$ cat config.mk
export PLATFORM = sky130hd
export DESIGN_NAME = pe_nic
export DESIGN_NICKNAME = d
export VERILOG_FILES = /design/src/rtl/nic_pkg.sv /design/src/rtl/nic_slot.sv /design/src/rtl/pe_nic.sv
export SDC_FILE = /design/constraint.sdc
export NUM_CORES = 1
export LEC_CHECK = 0
export BUFFER_PORTS_ARGS = -buffer_cell sky130_fd_sc_hd__clkbuf_2
export CAP_MARGIN = 20
export CORE_UTILIZATION = 44
export CTS_CLUSTER_SIZE = 30
export DETAILED_ROUTE_END_ITERATION = 6
export PLACE_DENSITY = 0.75
export SETUP_SLACK_MARGIN = 0.3
export SLEW_MARGIN = 20
export SYNTH_ARGS = -nofsm -noshare
export SYNTH_HDL_FRONTEND = slang
export SYNTH_SLANG_ARGS = --single-unit
$ cat constraint.sdc
create_clock -name clk -period 1.25 [get_ports clk]
set_clock_uncertainty 0.1 [all_clocks]
set_input_delay 0.1875 -clock clk [delete_from_list [all_inputs] [get_ports clk]]
set_output_delay 0.1875 -clock clk [all_outputs]
set_load 0.02 [all_outputs]
$ cat src/rtl/nic_pkg.sv
// Shared definitions for the PE network interface: register map,
// packet geometry and status-word field positions.
// Optional build macro: NIC_STATS_EN (adds injection/receive counters).
package nic_pkg;

    localparam int PKT_W  = 64;
    localparam int VC_BIT = 63;

    localparam logic [1:0] NIC_ADDR_IBUF  = 2'b00;
    localparam logic [1:0] NIC_ADDR_ISTAT = 2'b01;
    localparam logic [1:0] NIC_ADDR_OBUF  = 2'b10;
    localparam logic [1:0] NIC_ADDR_OSTAT = 2'b11;

    // Status word layout: bit 0 is the buffer-full flag; the counter
    // fields are only populated when statistics are compiled in.
    localparam int STAT_FULL_BIT = 0;
    localparam int STAT_TX_LSB   = 16;
    localparam int STAT_RX_LSB   = 32;
    localparam int CNT_W         = 16;

endpackage

$ cat src/rtl/nic_slot.sv
// Single-entry packet buffer. Load captures a packet and marks the slot
// full; clear empties it. The owner never asserts both in one cycle.
module nic_slot #(
    parameter int W = 64
) (
    input  logic         clk,
    input  logic         reset,
    input  logic         load,
    input  logic         clear,
    input  logic [W-1:0] load_data,
    output logic [W-1:0] data,
    output logic         full
);

    // Capture on load, release on clear; reset discards the contents.
    always_ff @(posedge clk) begin
        if (!reset) begin
            data <= '0;
            full <= 1'b0;
        end else if (load) begin
            data <= load_data;
            full <= 1'b1;
        end else if (clear) begin
            full <= 1'b0;
        end
    end

endmodule

$ cat src/rtl/pe_nic.sv
// Network interface between a processing element and the router PE port.
// One outbound and one inbound single-entry buffer, exposed to the PE via
// a 2-bit register map. Optional build macro: NIC_STATS_EN adds 16-bit
// tx/rx packet counters reported in the status words.
module pe_nic #(
    parameter int PKT_W  = nic_pkg::PKT_W,
    parameter int VC_BIT = nic_pkg::VC_BIT
) (
    input  logic             clk,
    input  logic             reset,
    input  logic [1:0]       addr,
    input  logic [PKT_W-1:0] d_in,
    output logic [PKT_W-1:0] d_out,
    input  logic             nic_en,
    input  logic             nic_wr_en,
    input  logic             polarity,
    input  logic             peri,
    output logic             pesi,
    output logic [PKT_W-1:0] pedi,
    input  logic             peso,
    input  logic [PKT_W-1:0] pedo,
    output logic             pero
);

    import nic_pkg::*;

    logic [PKT_W-1:0] obuf_data;
    logic             obuf_full;
    logic [PKT_W-1:0] ibuf_data;
    logic             ibuf_full;

    logic pe_read;
    logic obuf_wr;
    logic inject;
    logic recv;
    logic ibuf_rd;

    assign pe_read = nic_en & ~nic_wr_en;
    assign obuf_wr = nic_en & nic_wr_en & (addr == NIC_ADDR_OBUF) & ~obuf_full;
    // Only inject when the packet's VC tag matches the router's current phase.
    assign inject  = obuf_full & peri & (obuf_data[VC_BIT] == polarity);
    assign pero    = reset & ~ibuf_full;
    assign recv    = peso & pero;
    // Empty reads leave state alone, so the clear is qualified by full.
    assign ibuf_rd = pe_read & (addr == NIC_ADDR_IBUF) & ibuf_full;

    nic_slot #(.W(PKT_W)) u_obuf (
        .clk       (clk),
        .reset     (reset),
        .load      (obuf_wr),
        .clear     (inject),
        .load_data (d_in),
        .data      (obuf_data),
        .full      (obuf_full)
    );

    nic_slot #(.W(PKT_W)) u_ibuf (
        .clk       (clk),
        .reset     (reset),
        .load      (recv),
        .clear     (ibuf_rd),
        .load_data (pedo),
        .data      (ibuf_data),
        .full      (ibuf_full)
    );

    // Drive a one-cycle pesi pulse carrying the packet on each injection.
    always_ff @(posedge clk) begin
        if (!reset) begin
            pesi <= 1'b0;
            pedi <= '0;
        end else if (inject) begin
            pesi <= 1'b1;
            pedi <= obuf_data;
        end else begin
            pesi <= 1'b0;
            pedi <= '0;
        end
    end

    logic [PKT_W-1:0] stat_common;

`ifdef NIC_STATS_EN
    logic [CNT_W-1:0] tx_count;
    logic [CNT_W-1:0] rx_count;

    // Count injections and receives; both wrap naturally at 16 bits.
    always_ff @(posedge clk) begin
        if (!reset) begin
            tx_count <= '0;
            rx_count <= '0;
        end else begin
            if (inject) tx_count <= tx_count + 1'b1;
            if (recv)   rx_count <= rx_count + 1'b1;
        end
    end

    // Counter fields shared by both status words.
    always_comb begin
        stat_common = '0;
        stat_common[STAT_TX_LSB +: CNT_W] = tx_count;
        stat_common[STAT_RX_LSB +: CNT_W] = rx_count;
    end
`else
    assign stat_common = '0;
`endif

    // Register read mux; output is zero unless a read is in progress.
    always_comb begin
        d_out = '0;
        if (pe_read) begin
            case (addr)
                NIC_ADDR_IBUF:  d_out = ibuf_data;
                NIC_ADDR_ISTAT: begin
                    d_out = stat_common;
                    d_out[STAT_FULL_BIT] = ibuf_full;
                end
                NIC_ADDR_OBUF:  d_out = obuf_data;
                default: begin
                    d_out = stat_common;
                    d_out[STAT_FULL_BIT] = obuf_full;
                end
            endcase
        end
    end

endmodule
==> results by group, run 1 <==
Place
  • Worst slack, placed: -0.459 ns
  • Hpwl dp: 13.9 mm
  • Placed cell area: 0.00941 mm2
  • Buffers on Ports: 266
  • RD Place Congestion: 0.781

Finish
  • Nets: 1385
  • Commonest non-fill, non-tap cell in the layout: clkbuf_2
  • Synth-to-Final Area Change: 94.6%
  • Share of cells above drive strength 1: 50.9%
  • Register area: 0.00395 mm2
  • Final instance area: 0.0143 mm2
  • Inserted Diodes: 0
  • Multi-input logic area: 0.00401 mm2
  • Final core utilization: 88.8%
  • Filler cell count: 652
  • Most frequent cells in the layout: clkbuf_2, dfxtp_1, nand2_1

Detailed routing
  • Post-route DRC: 0
  • 1st-pass router iterations: 5
  • Routed wl met2: 17.4 mm
  • Top routing layer in use: met4
  • Antenna-violating nets left: 0
  • Routed met3 length: 2.28 mm
  • Routed WL per cell: 23.0 um
  • Via Count: 8115
  • WL met1: 12.3 mm
  • Vias per inst: 5.49
  • Final wirelength: 34.0 mm
  • First DRT Iteration DRCs: 507

Synthesis
  • Synth top area share: 53.3%
  • Distinct cells, synth: 25
  • Seq/Total Area, Yosys: 53.3%
  • Seq cells post-synth: 195
  • Synth top area cells: dfxtp_1, nand2_1, mux2i_1
  • Synth area leader: dfxtp_1
  • Syn avg cell area: 9.33 um2
  • Syn Inst Count: 785
  • Mapped Area: 0.00733 mm2
  • Synthesis Warnings: 0
  • Synthesized net count: 922

STA
  • Fin. max-slew vios: 0
  • Final hold violation count: 0
  • Final setup fails: 259
  • Least-Margin Pin Slew: 0.540 ns
  • Tmin final: 1.91 ns
  • Slew HR: 64.0%
  • Final WS setup: -0.665 ns
  • Crit share post-route: 153%
  • FMAX: 522 MHz
  • Setup TNS: -83.14 ns
  • RSZ-0062 raised after global routing: true

Critical path
  • CP endpoint kind: output port
  • CP Launch Type: primary input
  • Buf+Inv Stages, Crit Path: 7
  • Most frequent CP cell: buf_6
  • CP max stage cell: nor4b_4
  • Crit path largest cell delay: 0.25 ns
  • WS Path Type: in2out
  • Required time worst endpoint: 0.96 ns
  • Cell family with most CP delay: buffers and inverters
  • Crit-path max FO: 8
  • Worst path arrival time: 1.63 ns
  • Critical Path, Cell by Cell: clkbuf_16 -> buf_12 -> nor4b_4 -> buf_6 -> buf_6 -> buf_6 -> buf_16 -> a22o_1 -> clkbuf_8
  • Reg2Reg Setup Slack: -0.41 ns

Global routing
  • Largest net degree at the start of global routing: 44
  • Total grt overflow: 0
  • First-pass GRT wire length: 42.4 mm
  • Gr usage total: 33.5%
  • Initial antenna violation count: 0
  • Vias in the first global route: 7914

Run status
  • Failing checks: negative setup slack
  • Run status: complete, but fails checks

Clock tree
  • Num CTS Buffers: 17
  • CTS root buffer: clkbuf_16
  • H-tree levels: 4
  • Reg clk slew, reported paths: 0.07 ns
  • CTS tree: built
  • Clk buf depth: 2
  • Sink Count: 195
  • Clock Latency Late Sink: 0.43 ns

Floorplan
  • Initial Utilization: 45.6%
  • # rows: 46
  • Die height: 131 um
  • Total core area: 0.0161 mm2
  • Die Wd: 131 um
  • Die area: 0.0172 mm2
  • # IOs: 267

Worst hold path
  • HP Class: in2reg

Power
  • P_leak: 0.00652 uW
  • Peak supply drop: 0.928 mV
  • PD cells: 1030 mW/mm2

Job
  • Max Cap Viol: 0
## registers in the layout, indices dropped and copies added (netlist names)
signal	flops
pedi	64
pesi	1
u_ibuf.data	64
u_ibuf.full	1
u_obuf.data	64
u_obuf.full	1
## metrics by stage
step           hold WS [ns]  total power, uW  cells
2_1_floorplan         0.191             7270    785
3_3_place_gp          0.276             7690   1241
3_5_place_dp          0.278             7710   1241
4_1_cts              0.0208            14300   1456
5_1_grt              0.0737            15000   1477
6_report             0.0782            14700   1477
## area by class of cell
type	count	area share, %
clock inverters	13	1.36
multi-input cells	527	28.1
clock buffers	19	3.11
flip-flops and latches	195	27.7
repair buffers	507	37.8
well taps	216	1.90
## worst reg2reg max path: stages (launching register included)
cell	delay, ns
dfxtp_4	0.35
buf_4	0.13
buf_6	0.11
buf_6	0.11
and3b_2	0.29
buf_6	0.14
buf_12	0.10
buf_16	0.15
nand2_2	0.06
nand2_1	0.07
## worst paths after layout
check | start | end | cells past startpoint
hold reg to reg | u_ibuf.data[54]$_SDFFE_PN0P_ | u_ibuf.data[54]$_SDFFE_PN0P_ | 2
setup / recovery | nic_wr_en | d_out[17] | 9
setup reg to reg | u_ibuf.full$_SDFFE_PN0P_ | u_ibuf.data[18]$_SDFFE_PN0P_ | 9
hold / removal | peri | u_obuf.full$_SDFFE_PN0P_ | 3
## where the power goes
group	leakage, uW	internal (uW)	total [uW]	switching, uW
logic	0.00462	1100	2050	946
registers	0.00160	6400	6580	176
clock network	0.000303	3450	6040	2590
total	0.00652	11000	14700	3720
## cell families after synthesis
| logic type | share of synthesized area (%) |
|---|---|
| AND/OR/NAND/NOR | 24.1 |
| flip-flops | 53.3 |
| AO/OA/AOI/OAI | 7.87 |
| multiplexers | 9.05 |
| buffers and inverters | 5.55 |
| XOR/XNOR | 0.120 |
## cells in the mapped netlist
cell type,number
xnor2_1,1
and3b_1,2
buf_4,4
a22o_1,63
mux2i_1,64
and4_4,1
and2_1,64
buf_2,34
nor4b_2,1
mux4_2,1
nand4b_1,1
clkbuf_1,13
buf_1,1
dfxtp_1,195
o211a_1,1
buf_8,5
nor4bb_1,1
nor2b_1,1
a21boi_0,1
nand3_1,64
o21a_1,1
nand3b_1,1
nand2_1,257
buf_6,7
nor2_2,1
## timing repair
item,CTS,global route
hold buffers,129,0
cloned,21,15
resized for setup,211,304
endpoints found under the hold margin,129,0
pin swaps,57,53
setup buffers,33,6
endpoints found under the setup margin,325,325
## metal layers
| layer | track usage [%] | up-vias |
|---|---|---|
| met3 | 8.02 | 163 |
| met1 | 36.8 | 3922 |
| met2 | 59.2 | 474 |
| met5 | 0 | - |
| li1 | - | 3556 |
| met4 | 18.6 | 0 |
No activity file was read; power rests on OpenSTA's default activity.
==> run 2: changes to the inputs <==
Settings changed: TNS_END_PERCENT set to 10.
==> results by group, run 2 (synthesis gave the netlist of run 1 again) <==
Place
  • Hpwl dp: 13.8 mm
  • RD Place Congestion: 0.803
  • Placed cell count: 1245
  • Buffers on Ports: 266

STA
  • Final WS setup: -0.561 ns
  • Crit share post-route: 145%
  • Final hold violation count: 0
  • RSZ-0062 raised after global routing: true
  • Final setup fails: 222
  • Least-Margin Pin Slew: 0.362 ns
  • Slew HR: 75.8%
  • Fin. max-slew vios: 0
  • FMAX: 552 MHz
  • Tmin final: 1.81 ns

Power
  • Total power: 13500 uW
  • Peak supply drop: 0.985 mV
  • PD cells: 1090 mW/mm2
  • P_leak: 0.00560 uW

Finish
  • Most frequent cells in the layout: nand2_1, dfxtp_1, clkbuf_2
  • Nets: 1323
  • Largest regs: pedi: 64 flops, u_ibuf.data: 64 flops, u_obuf.data: 64 flops
  • Commonest non-fill, non-tap cell in the layout: nand2_1
  • Synth-to-Final Area Change: 69.4%
  • Share of cells above drive strength 1: 33.2%
  • Layout Cells excl Fill: 1414
  • Inserted Diodes: 0

Critical path
  • WS Path Type: reg2out
  • Reg2Reg Setup Slack: -0.14 ns
  • CP endpoint: d_out[0]
  • Required time worst endpoint: 0.96 ns
  • Crit-path max FO: 2
  • Worst path arrival time: 1.52 ns
  • R2r worst-path depth: 5
  • CP Launch Type: register
  • Reg2Reg Launch Point: u_ibuf.full$_SDFFE_PN0P_
  • Worst setup startpoint: u_obuf.full$_SDFFE_PN0P_
  • CP endpoint kind: output port
  • RR Endpoint: u_ibuf.data[25]$_SDFFE_PN0P_

Floorplan
  • # IOs: 267
  • Die height: 131 um
  • # rows: 46
  • Total core area: 0.0161 mm2
  • Die area: 0.0172 mm2
  • Initial Utilization: 45.6%
  • Die Wd: 131 um

Clock tree
  • Sink Count: 195
  • CTS root buffer: clkbuf_16
  • H-tree levels: 4
  • Num CTS Buffers: 17
  • Clock Latency Late Sink: 0.43 ns
  • CTS tree: built
  • Clk buf depth: 2
  • Reg clk slew, reported paths: 0.06 ns

Detailed routing
  • Antenna-violating nets left: 0
  • Via Count: 7499
  • 1st-pass router iterations: 5
  • Final wirelength: 26.6 mm
  • Post-route DRC: 0
  • Routed WL per cell: 18.8 um
  • Vias per inst: 5.30
  • First DRT Iteration DRCs: 396

Global routing
  • Largest net degree at the start of global routing: 85
  • Initial antenna violation count: 0
  • Vias in the first global route: 7624
  • Gr usage total: 30.2%
  • First-pass GRT wire length: 38.9 mm
  • Total grt overflow: 0

Worst hold path
  • HP Class: in2reg
  • Hold Path Origin: peri

Job
  • Max Cap Viol: 0

Run status
  • Failing checks: negative setup slack
  • Run status: complete, but fails checks
[run 2: changes by cell type in the layout (fill, tap and decap cells not counted), sizes merged]
cell / change
buf: -56
clkbuf: -5
clkinv: +4
clkinvlp: -2
inv: -2
and4: -1
bufbuf: -1
bufinv: -1
dlygate4sd3: +1
[run 2: worst max-delay path, stage by stage, from the launching register on]
cell	delay, ns
dfxtp_2	0.32
mux4_2	0.44
and3b_1	0.20
buf_8	0.14
[run 2: cell type report]
| class | count | area, um2 |
|---|---|---|
| fillers | 901 | 3640 |
| clock buffers | 19 | 443 |
| repair buffers | 446 | 4510 |
| well taps | 216 | 270 |
| multi-input cells | 526 | 3090 |
| flip-flops and latches | 195 | 3950 |
| clock inverters | 12 | 153 |
[run 2: where the power goes]
group | switching (uW) | leakage (uW) | internal, uW
logic | 642 | 0.00370 | 765
clock network | 2370 | 0.000294 | 3200
registers | 136 | 0.00160 | 6400
total | 3150 | 0.00560 | 10400
[run 2: worst min path at each step]
stage | cells past startpoint | slack [ns] | to
after CTS | 3 | 0.008 | u_obuf.full$_SDFFE_PN0P_
after global routing | 3 | 0.07 | u_obuf.full$_SDFFE_PN0P_
after global placement | 3 | 0.27 | u_ibuf.data[43]$_SDFFE_PN0P_
after detailed placement | 3 | 0.27 | u_ibuf.data[19]$_SDFFE_PN0P_
after floorplan | 2 | 0.19 | u_ibuf.data[0]$_SDFFE_PN0P_
final | 3 | 0.04 | u_obuf.full$_SDFFE_PN0P_
[run 2: metrics by stage]
| stage | hold slack (ns) | setup WS (ns) | utilization [%] | TNS, ns | cell area [um2] |
|---|---|---|---|---|---|
| final | 0.0384 | -0.561 | 77.3 | -28.98 | 12400 |
| after CTS | 0.00766 | -0.587 | 76.4 | -28.79 | 12300 |
| after floorplan | 0.186 | -0.0817 | - | -4.94 | 7330 |
| after global routing | 0.0702 | -0.633 | 77.3 | -46.05 | 12400 |
| after global placement | 0.270 | -0.339 | 56.4 | -42.37 | 9050 |
| after detailed placement | 0.274 | -0.378 | 56.4 | -47.51 | 9050 |
[run 2: timing repair]
item,in CTS,in global routing
setup buffers,5,0
endpoints found under the setup margin,324,325
hold buffers,130,0
resized for setup,296,64
cloned,2,1
pin swaps,57,20
endpoints found under the hold margin,130,0
[run 2: per-layer routing]
metal / up-vias / part of all wire [%] / track usage (%)
li1: 3397 / - / -
met1: 3508 / 36 / 30.8
met2: 462 / 49 / 51.5
met3: 132 / 9.0 / 10.4
met4: 0 / 5.7 / 22.2
met5: - / 0 / 0
